--- config.mk ---
export PLATFORM = sky130hd
export DESIGN_NAME = chan_switch
export DESIGN_NICKNAME = d
export VERILOG_FILES = /design/src/rtl/chan_switch_pkg.sv /design/src/rtl/chan_switch_deadtime.sv /design/src/rtl/chan_switch.sv
export SDC_FILE = /design/constraint.sdc
export NUM_CORES = 1
export LEC_CHECK = 0
export BUFFER_PORTS_ARGS = -buffer_cell sky130_fd_sc_hd__buf_4
export CORE_ASPECT_RATIO = 0.8
export CORE_UTILIZATION = 46
export DETAILED_ROUTE_END_ITERATION = 7
export HOLD_SLACK_MARGIN = 0.08
export PLACE_DENSITY = 0.83
export SLEW_MARGIN = 25
export SYNTH_ARGS = -nofsm -noshare
export SYNTH_HDL_FRONTEND = slang
export SYNTH_SLANG_ARGS = --single-unit
--- constraint.sdc ---
create_clock -name clk -period 4.45 [get_ports clk]
set_clock_uncertainty 0.1 [all_clocks]
set_input_delay 0.2225 -clock clk [delete_from_list [all_inputs] [get_ports clk]]
set_output_delay 0.2225 -clock clk [all_outputs]
set_load 0.05 [all_outputs]
--- src/rtl/chan_switch_pkg.sv ---
// Shared types, defaults and helpers for the channel switch.
// Optional build macro: CHAN_SWITCH_HOLD_EN (hold data_out during blanking).
package chan_switch_pkg;

    typedef enum logic {
        ACTIVE = 1'b0,
        BLANK  = 1'b1
    } cs_state_t;

    localparam int DEF_DATA_WIDTH  = 32;
    localparam int DEF_NUM_CH      = 4;
    localparam int DEF_DEAD_CYCLES = 4;

    function automatic int clog2(input int n);
        int r;
        r = 0;
        for (int i = 0; i < 31; i++) begin
            if ((1 << i) < n) r = i + 1;
        end
        return r;
    endfunction

endpackage

--- src/rtl/chan_switch_deadtime.sv ---
// Dead-time down counter used while the switch is blanking.
// Optional build macro: CHAN_SWITCH_HOLD_EN (not used in this file).
module chan_switch_deadtime (
    input  logic       clk,
    input  logic       rst,
    input  logic       load,
    input  logic [7:0] load_val,
    input  logic       dec,
    output logic       done
);

    logic [7:0] count;

    always_ff @(posedge clk or posedge rst) begin
        if (rst) begin
            count <= '0;
        end else if (load) begin
            count <= load_val;
        end else if (dec && count != 8'd0) begin
            count <= count - 8'd1;
        end
    end

    assign done = (count == 8'd0);

endmodule

--- src/rtl/chan_switch.sv ---
// Glitch-free channel switch with dead-time blanking between channels.
// Optional build macro: CHAN_SWITCH_HOLD_EN (hold last word during blanking).
import chan_switch_pkg::*;

module chan_switch #(
    parameter  int DATA_WIDTH  = DEF_DATA_WIDTH,
    parameter  int NUM_CH      = DEF_NUM_CH,
    parameter  int DEAD_CYCLES = DEF_DEAD_CYCLES,
    localparam int CH_W        = clog2(NUM_CH)
) (
    input  logic                         clk,
    input  logic                         rst,
    input  logic [NUM_CH*DATA_WIDTH-1:0] data_in,
    input  logic [CH_W-1:0]              sel_in,
    input  logic                         sel_valid,
    output logic                         sel_ready,
    output logic [DATA_WIDTH-1:0]        data_out,
    output logic                         out_valid,
    output logic [CH_W-1:0]              cur_sel,
    output logic                         busy,
    output logic                         err_bad_sel
);

    localparam logic [CH_W:0] NUM_CH_V  = (CH_W + 1)'(NUM_CH);
    localparam logic [7:0]    DEAD_LOAD = 8'(DEAD_CYCLES - 1);

    cs_state_t       state;
    logic [CH_W-1:0] pending;
    logic            accept;
    logic            bad_sel;
    logic            do_switch;
    logic            dt_done;
    logic [DATA_WIDTH-1:0] mux_word;

    assign sel_ready = (state == ACTIVE);
    assign busy      = (state == BLANK);
    assign accept    = sel_valid && sel_ready;
    assign bad_sel   = ({1'b0, sel_in} >= NUM_CH_V);
    assign do_switch = accept && !bad_sel && (sel_in != cur_sel);
    assign mux_word  = data_in[int'(cur_sel)*DATA_WIDTH +: DATA_WIDTH];

    chan_switch_deadtime u_deadtime (
        .clk      (clk),
        .rst      (rst),
        .load     (do_switch),
        .load_val (DEAD_LOAD),
        .dec      (busy),
        .done     (dt_done)
    );

    always_ff @(posedge clk or posedge rst) begin
        if (rst) begin
            state       <= ACTIVE;
            cur_sel     <= '0;
            pending     <= '0;
            data_out    <= '0;
            out_valid   <= 1'b0;
            err_bad_sel <= 1'b0;
        end else begin
            err_bad_sel <= accept && bad_sel;
            unique case (state)
                ACTIVE: begin
                    if (do_switch) begin
                        pending   <= sel_in;
                        out_valid <= 1'b0;
                        state     <= BLANK;
`ifndef CHAN_SWITCH_HOLD_EN
                        data_out  <= '0;
`endif
                    end else begin
                        data_out  <= mux_word;
                        out_valid <= 1'b1;
                    end
                end
                BLANK: begin
                    // data_out is left as-is: held word or the zero forced on entry
                    out_valid <= 1'b0;
                    if (dt_done) begin
                        cur_sel <= pending;
                        state   <= ACTIVE;
                    end
                end
            endcase
        end
    end

endmodule
# Word level (Yosys, flattened, before mapping)
# Index checks and enable logic that the tools add are counted.
# Widths: inputs -> output; s select.
# totals
reg_bits,46
latchBits,0
mem_bits_rw,0
romBits,0
inputBits,133
output_inout_bits,38
wordCells,26
n_memories,0
# op_classes
add_sub_neg,1
mul,0
n_div,0
order_cmp,0
eq_ne,1
shift,1
mux,8
bitwise_logic,1
reduce_logical,8
# ops
operator,count
$shiftx 128x8->32,1
$mux 32,1
$mux 8,2
$logic_not 8->1,1
$reduce_bool 8->1,1
$sub 8x1->8 const B,1
$pmux 1 s2,2
$reduce_and 2->1,2
$logic_and 1x1->1,3
$mux 1,3
$ne 2x2->1,1
$reduce_bool 2->1,1
$not 1->1,1

# Depth between registers and ports, before layout
# Gate-level depths: netlist of run 1.
# logic_depth
ltp_word,5
mapped_depth,7
mapped_depth_nobuf,6

# By module
# A second synthesis of run 1 with hierarchy kept.
# hier_totals
cells_unflattened,219
area_unflattened_um2,2827.7
# modules_own_cells
mod,n_inst,cells_per_inst,area_each_um2,seq_area_each_um2
chan_switch,1,166,2332.2,950.9
chan_switch_deadtime,1,53,495.5,200.2

# Worst setup path before layout of run 1
# Ideal clock, no wire load.
# synth_timing
kind,reg-to-reg
start,register cur_sel[0]
end,register data_out[10]
setup_ns,0.136
t_arrival_ns,1.943
t_required_ns,4.214
path_slack_ns,2.271
stages_incl_launch_ff,6
path_buffers,2
period_less_slack_ns,2.179
path_cell_list,dfrtp_1 -> clkbuf_1 -> buf_2 -> mux4_2 -> nand2_1 -> a21oi_1
# synth_via
elab_chain_len,3
elab_cells_between_ends,4
classes_between,eq/ne: 1; shift: 1; mux: 1; reduce/logical: 1
# synth_rtl
element,line_no,text
from (decl),chan_switch.sv:19,"output logic [CH_W-1:0] cur_sel,"
from (signal assigned),chan_switch.sv:79,cur_sel <= pending;
"parallel branches: the longest is 2 deep, another holds $shiftx 128x8->32",--,
$mux 32 *,chan_switch.sv:63,if (do_switch) begin
to (signal assigned),chan_switch.sv:71,data_out <= mux_word;
to (decl),chan_switch.sv:17,"output logic [DATA_WIDTH-1:0] data_out,"
# Every way passes the cells marked *.
# A chain may end at the register's enable or synchronous reset.

# Worst setup path in the final report of run 1
# layout_timing
start,register state (netlist: busy)
end,output port sel_ready
# layout_via
elab_chain_len,1
# layout_rtl
element,line_no,text
from (decl),chan_switch.sv:27,cs_state_t state;
from (signal assigned),chan_switch.sv:53,state <= ACTIVE;
from (signal assigned),chan_switch.sv:66,state <= BLANK;
from (signal assigned),chan_switch.sv:80,state <= ACTIVE;
$not 1->1 (no source line),--,
to (decl),chan_switch.sv:16,"output logic sel_ready,"
# No other way between the ends.

==> impl_metrics.yaml, run 1 <==
global_routing:
  gr-usage-all-layers: 0.2430
  grt_pass1_wl_mm: 11.72
  antenna_found_initial: 0
  grt_pass1_vias: 2524
  overflow: 0
  grt_max_degree: 47
detailed_routing:
  drtIter0Drc: 154
  drt-total-wl_mm: 7.479
  drtAntennaViolNets: 0
  drc: 0
  num_vias: 2586
  viasPerCell: 5.343
  drt_pass1_iterations: 4
  post_drt_wl_per_cell_microns: 15.45
floorplanning:
  io_pins: 171
  die_x_microns: 88.06
  initial_core_util: 0.4879
  die_y_microns: 70.84
  rows: 24
  dieArea_sq_um: 6238
  placeableCoreArea_sq_um: 5585
cts:
  cts_hold_buf: 3
  cts_root_buf: "clkbuf_8"
  cts.repair.resized: 0
  clockBufferDepth: 2
  cts_htree_levels: 2
  cts_setup_buffers: 0
  cts_tree: "built"
  clk_latency_ns: 0.30
  cts_made_buffers: 5
  path_clk_slew_ns: 0.08
  clock-sinks: 46
power_and_ir_drop:
  p_clk_frac: 0.108
  p_int_w: 0.001514
  pwr-share-comb: 0.625
  p_leak_nw: 1.943
  ir_drop_mv: 0.2950
  swShare: 0.4680
  power.density_nw_per_um2: 682.0
  p_seq_frac: 0.267
  p_sw_w: 0.001332
timing:
  relSlewSlack: 0.3691
  fin_tns_setup_ns: 0
  max_freq_mhz: 336.4
  setup_ws_ns: 1.477
  period_needed_ns: 2.973
  rsz0062_at_grt: "no"
  worstMarginPinSlew_ns: 0.9405
  hold_viol: 0
  finalCritPeriodShare: 0.6680
  slew_violations: 0
  setup_viol: 0
critical_path:
  crit_top_cell: "buf_4"
  endpoint: "sel_ready"
  start_kind: "register"
  rrSetupSlack_ns: 1.70
  crit_chain: "buf_4, clkinv_1, buf_4"
  crit_path_end_kind: "primary output"
  arrival_ns: 2.65
  cp_slowest_cell: "clkinv_1"
  critPathRequiredTime_ns: 4.13
  crit_path_max_incr_delay_ns: 0.83
  worst-r2r-cell-count: 4
  critPathMaxFanout: 34
  crit_start: "busy"
  reg2reg_from: "busy"
  r2r-end: "u_deadtime.count[2]"
  worstSetupPathType: "register to primary output"
placement:
  placed_cells: 473
  finalWeightedCongestion: 0.7381
  pre_cts_ws_ns: 1.723
  port_buffers: 169
  dp_hpwl_mm: 5.498
yosys:
  synth_area_leaders: "dfrtp_1 (42%), mux4_2 (26%), nand2_1 (9.4%)"
  synth.yosys.warnings: 0
  syn_inst: 244
  ys.flop_type: "dfrtp_1"
  avgSynthCellArea_sq_um: 11.17
  synth_top_area_cell: "dfrtp_1"
  synth-compound-area-share: 0.09045
  syn-num-nets: 379
  synth-seq-cells: 46
  syn_area_sq_um: 2725
  yosys.area_share.simple: 0.1382
  yosysSeqAreaShare: 0.4224
  synth_edf_count: 0
  synth_mux_area_frac: 0.2888
  synth_xor_area_frac: 0.009642
  synth.distinct_cells: 34
  synth_most_common_cell: "nand2_1"
  synth_top_family_by_area: "multiplexers"
  async_flop_share: 1.000
  yosys.area_share.adder: 0.009183
  synth_top_area_share: 0.4224
  synthTopCellsByCount: "nand2_1 (68), dfrtp_1 (46), a21oi_1 (37)"
final_layout:
  fillers: 414
  finalNetCount: 540
  multi_input_area_sq_um: 1473
  fin_cells: 484
  seq_area_sq_um: 1152
  layout-drive-gt1-share: 0.5542
  diodes: 0
  area_delta_synth_final_pct: 53.17
job:
  maxCapViolations: 0
run_status:
  status: "complete, no violations"
worst_hold_path:
  hold_class: "input pin to register"
how the worst min path moves through the flow:
stage | slack [ns] | from | depth (start not counted) | end
after floorplan | 0.27 | sel_in[0] | 1 | pending[0]
after global placement | 0.38 | rst | 2 | data_out[6]
after detailed placement | 0.39 | sel_in[1] | 2 | pending[1]
after CTS | 0.32 | data_in[78] | 4 | data_out[14]
after global routing | 0.32 | data_in[14] | 4 | data_out[14]
final | 0.32 | data_in[78] | 4 | data_out[14]
area by class of cell:
type / count / share of cell area
clock inverter: 2 / 0.008993
inverter: 5 / 0.004796
clock buffer: 6 / 0.01739
sequential: 46 / 0.2761
tap: 78 / 0.02338
multi-input combinational: 172 / 0.3528
timing repair buffer: 175 / 0.3165
critical path, delay by kind of cell, from the launching register on:
kind     cells  cell delay (ns)
flops        1             0.61
buf+inv      3             1.74
layer usage:
| layer | track usage | share of wire | up-vias | routed length [microns] |
|---|---|---|---|---|
| met2 | 0.4169 | 0.52 | 107 | 3864 |
| met3 | 0.03967 | 0.070 | 7 | 524 |
| met5 | 0 | 0 | - | 0 |
| li1 | - | - | 1206 | - |
| met1 | 0.3278 | 0.40 | 1266 | 3023 |
| met4 | 0.05376 | 0.0088 | 0 | 66 |
registers in the layout, summed over array words and instances, names as in the netlist:
name and count:
u_deadtime.count 8, data_out 32, out_valid 1, pending 2
cur_sel 2, busy 1
power by group through the flow:
stage	clock, W	combinational [W]	sequential, W
finish	0.000307	0.00178	0.000759
CTS	0.000310	0.00180	0.000759
global placement	0	0.00176	0.000759
detailed placement	0	0.00179	0.000763
global route	0.000327	0.00189	0.000787
floorplan	0	0.000762	0.00129
placed cells by master (no fill, tap or decap), types with 2 or more instances in the layout:
master,instances
mux2_2,5
dlygate4sd3_1,3
or3_2,2
dfrtp_1,45
ha_1,2
or4_1,2
inv_1,3
clkbuf_8,5
buf_4,172
nand2_1,68
o21ai_0,2
mux4_2,32
a21oi_1,37
xor2_1,2
nor2_1,2
stage by stage:
stage / hold WS, ns / area [sq um] / utilization / power [W]
after CTS: 0.3191 / 4173 / 0.7471 / 0.002866
final: 0.3189 / 4174 / 0.7473 / 0.002847
after global routing: 0.3228 / 4174 / 0.7473 / 0.003003
after floorplan: 0.2742 / 2725 / - / 0.002049
after detailed placement: 0.3878 / 4033 / 0.7220 / 0.002556
after global placement: 0.3794 / 4033 / 0.7220 / 0.002520
logic make-up after synthesis:
kind of cell,count (synthesis)
simple gates,83
other cells,1
buf+inv,26
flops,46
compound gates,45
mux,38
xor+xnor,3
fa+ha+maj,2
No activity file was read; power rests on OpenSTA's default activity.
==> inputs of run 2 (changes only) <==
--- a/config.mk
+++ b/config.mk
@@ -7,10 +7,10 @@
 export LEC_CHECK = 0
 export BUFFER_PORTS_ARGS = -buffer_cell sky130_fd_sc_hd__buf_4
 export CORE_ASPECT_RATIO = 0.8
-export CORE_UTILIZATION = 46
+export CORE_UTILIZATION = 39
 export DETAILED_ROUTE_END_ITERATION = 7
 export HOLD_SLACK_MARGIN = 0.08
-export PLACE_DENSITY = 0.83
+export PLACE_DENSITY = 0.75
 export SLEW_MARGIN = 25
 export SYNTH_ARGS = -nofsm -noshare
 export SYNTH_HDL_FRONTEND = slang
==> constraint.sdc (replaced) <==
create_clock -name clk -period 2.5 [get_ports clk]
set_clock_uncertainty 0.1 [all_clocks]
set_input_delay 0.125 -clock clk [delete_from_list [all_inputs] [get_ports clk]]
set_output_delay 0.125 -clock clk [all_outputs]
set_load 0.05 [all_outputs]
==> impl_metrics.yaml, run 2 (same netlist as run 1, synthesis figures left out) <==
detailed_routing:
  post_drt_wl_per_cell_microns: 15.66
  drtIter0Drc: 112
  num_vias: 2576
  viasPerCell: 5.173
  drt-total-wl_mm: 7.798
  drt_pass1_iterations: 4
  drc: 0
  drtAntennaViolNets: 0
critical_path:
  reg2reg_from: "u_deadtime.count[3]"
  crit_path_max_incr_delay_ns: 0.57
  r2r-end: "u_deadtime.count[1]"
  critPathRequiredTime_ns: 2.61
  crit_chain: "or4_4, nor4b_4, mux2_2, a22oi_1"
  rrSetupSlack_ns: 0.37
  cp_slowest_cell: "or4_4"
  worst-r2r-cell-count: 4
  arrival_ns: 2.24
  start_kind: "register"
  worstSetupPathType: "register to register"
  crit_path_end_kind: "register"
  critPathMaxFanout: 6
floorplanning:
  dieArea_sq_um: 7328
  io_pins: 171
  initial_core_util: 0.4147
  die_y_microns: 76.77
  placeableCoreArea_sq_um: 6571
  die_x_microns: 95.46
  rows: 26
cts:
  cts_setup_buffers: 0
  clockBufferDepth: 2
  clk_latency_ns: 0.30
  cts_root_buf: "clkbuf_8"
  cts_made_buffers: 5
  cts_tree: "built"
  cts_htree_levels: 2
  path_clk_slew_ns: 0.09
  clock-sinks: 46
final_layout:
  postLayoutCoreUtil: 0.6413
  area_delta_synth_final_pct: 54.64
  finalNetCount: 548
  largestRegisters: "data_out x32, u_deadtime.count x8"
  final_cell_mix: "buf_4 (180), nand2_1 (68), dfrtp_1 (45)"
  largest_register_ffs: 32
  top_register: "data_out"
  mostFrequentLayoutCell: "buf_4"
  fillers: 565
  diodes: 0
  layout-drive-gt1-share: 0.5604
global_routing:
  overflow: 0
  grt_pass1_vias: 2708
  grt_max_degree: 47
  gr-usage-all-layers: 0.2238
  grt_pass1_wl_mm: 12.52
  antenna_found_initial: 0
timing:
  worst_hold_slack_ns: 0.2144
  hold_viol: 0
  slew_violations: 0
  fin_tns_setup_ns: 0
  worstMarginPinSlew_ns: 0.5845
  rsz0062_at_grt: "no"
  setup_viol: 0
  max_freq_mhz: 468.9
  finalCritPeriodShare: 0.8530
  period_needed_ns: 2.133
  relSlewSlack: 0.6103
run_status:
  status: "complete, no violations"
worst_hold_path:
  min_to: "data_out[9]"
  hold_path_startpoint: "data_in[9]"
  min_delay_path_depth: 4
  hold_class: "input pin to register"
power_and_ir_drop:
  power.density_nw_per_um2: 1188
  p_leak_nw: 1.970
  ir_drop_mv: 0.6071
placement:
  dp_hpwl_mm: 6.029
  port_buffers: 169
  finalWeightedCongestion: 0.7174
job:
  maxCapViolations: 0
-- run 2: changes by cell type in the layout (fill, tap and decap cells not counted) --
cell,delta
buf_4,+8
bufinv_16,-1
clkbuf_1,+1
clkinv_2,-1
inv_2,+1
-- run 2: how the worst max path moves through the flow --
stage                                    from                  end  slack [ns]  cells after the start
after floorplan                    cur_sel[0]         data_out[10]        0.32                      5
after global placement    u_deadtime.count[3]  u_deadtime.count[1]        0.46                      4
after detailed placement  u_deadtime.count[3]  u_deadtime.count[1]        0.41                      4
after CTS                 u_deadtime.count[3]  u_deadtime.count[1]        0.38                      4
after global routing      u_deadtime.count[3]  u_deadtime.count[1]        0.31                      4
final                     u_deadtime.count[3]  u_deadtime.count[1]        0.37                      4
-- run 2: per-layer routing --
layer / global-route usage / part of all wire / vias up
li1: - / - / 1219
met1: 0.2758 / 0.39 / 1247
met2: 0.3893 / 0.53 / 102
met3: 0.06052 / 0.071 / 8
met4: 0.04925 / 0.0090 / 0
met5: 0 / 0 / -
-- run 2: repair_timing --
item,in CTS,in global routing
gates resized for setup,0,0
hold buffers,3,0
hold endpoints to repair,48,0
-- run 2: report_power, final --
part           leakage (nW)  total [W]  switching, W  internal, W
combinational          1.37    0.00321       0.00190      0.00131
sequential            0.561    0.00135      0.000243      0.00111
clock                0.0385   0.000443      0.000245     0.000198
-- run 2: layout make-up --
cell class                      instances  area, sq um  share of cell area
Multi-Input combinational cell        172         1473              0.3495
Timing Repair Buffer                  183         1381              0.3278
Sequential cell                        46         1152              0.2735
Tap cell                               84        105.1             0.02494
Clock buffer                            7        76.32             0.01811
Inverter                                5        18.77            0.004454
Clock inverter                          1        7.507            0.001781
-- run 2: through the flow --
stage,cells,worst slack [ns],power (W),cell area [sq um]
floorplan,244,0.3207,0.003648,2725
global placement,487,0.4600,0.004519,4100
detailed placement,487,0.4073,0.004598,4100
CTS,498,0.3840,0.005051,4214
global route,498,0.3082,0.005313,4214
finish,498,0.3674,0.005008,4214
-- run 2: critical path: cells and delay by family (launching register included) --
| family | cells | cell delay (ns) |
|---|---|---|
| AO/OA/AOI/OAI | 1 | 0.13 |
| AND/OR/NAND/NOR | 2 | 1.00 |
| flip-flops | 1 | 0.43 |
| multiplexers | 1 | 0.39 |
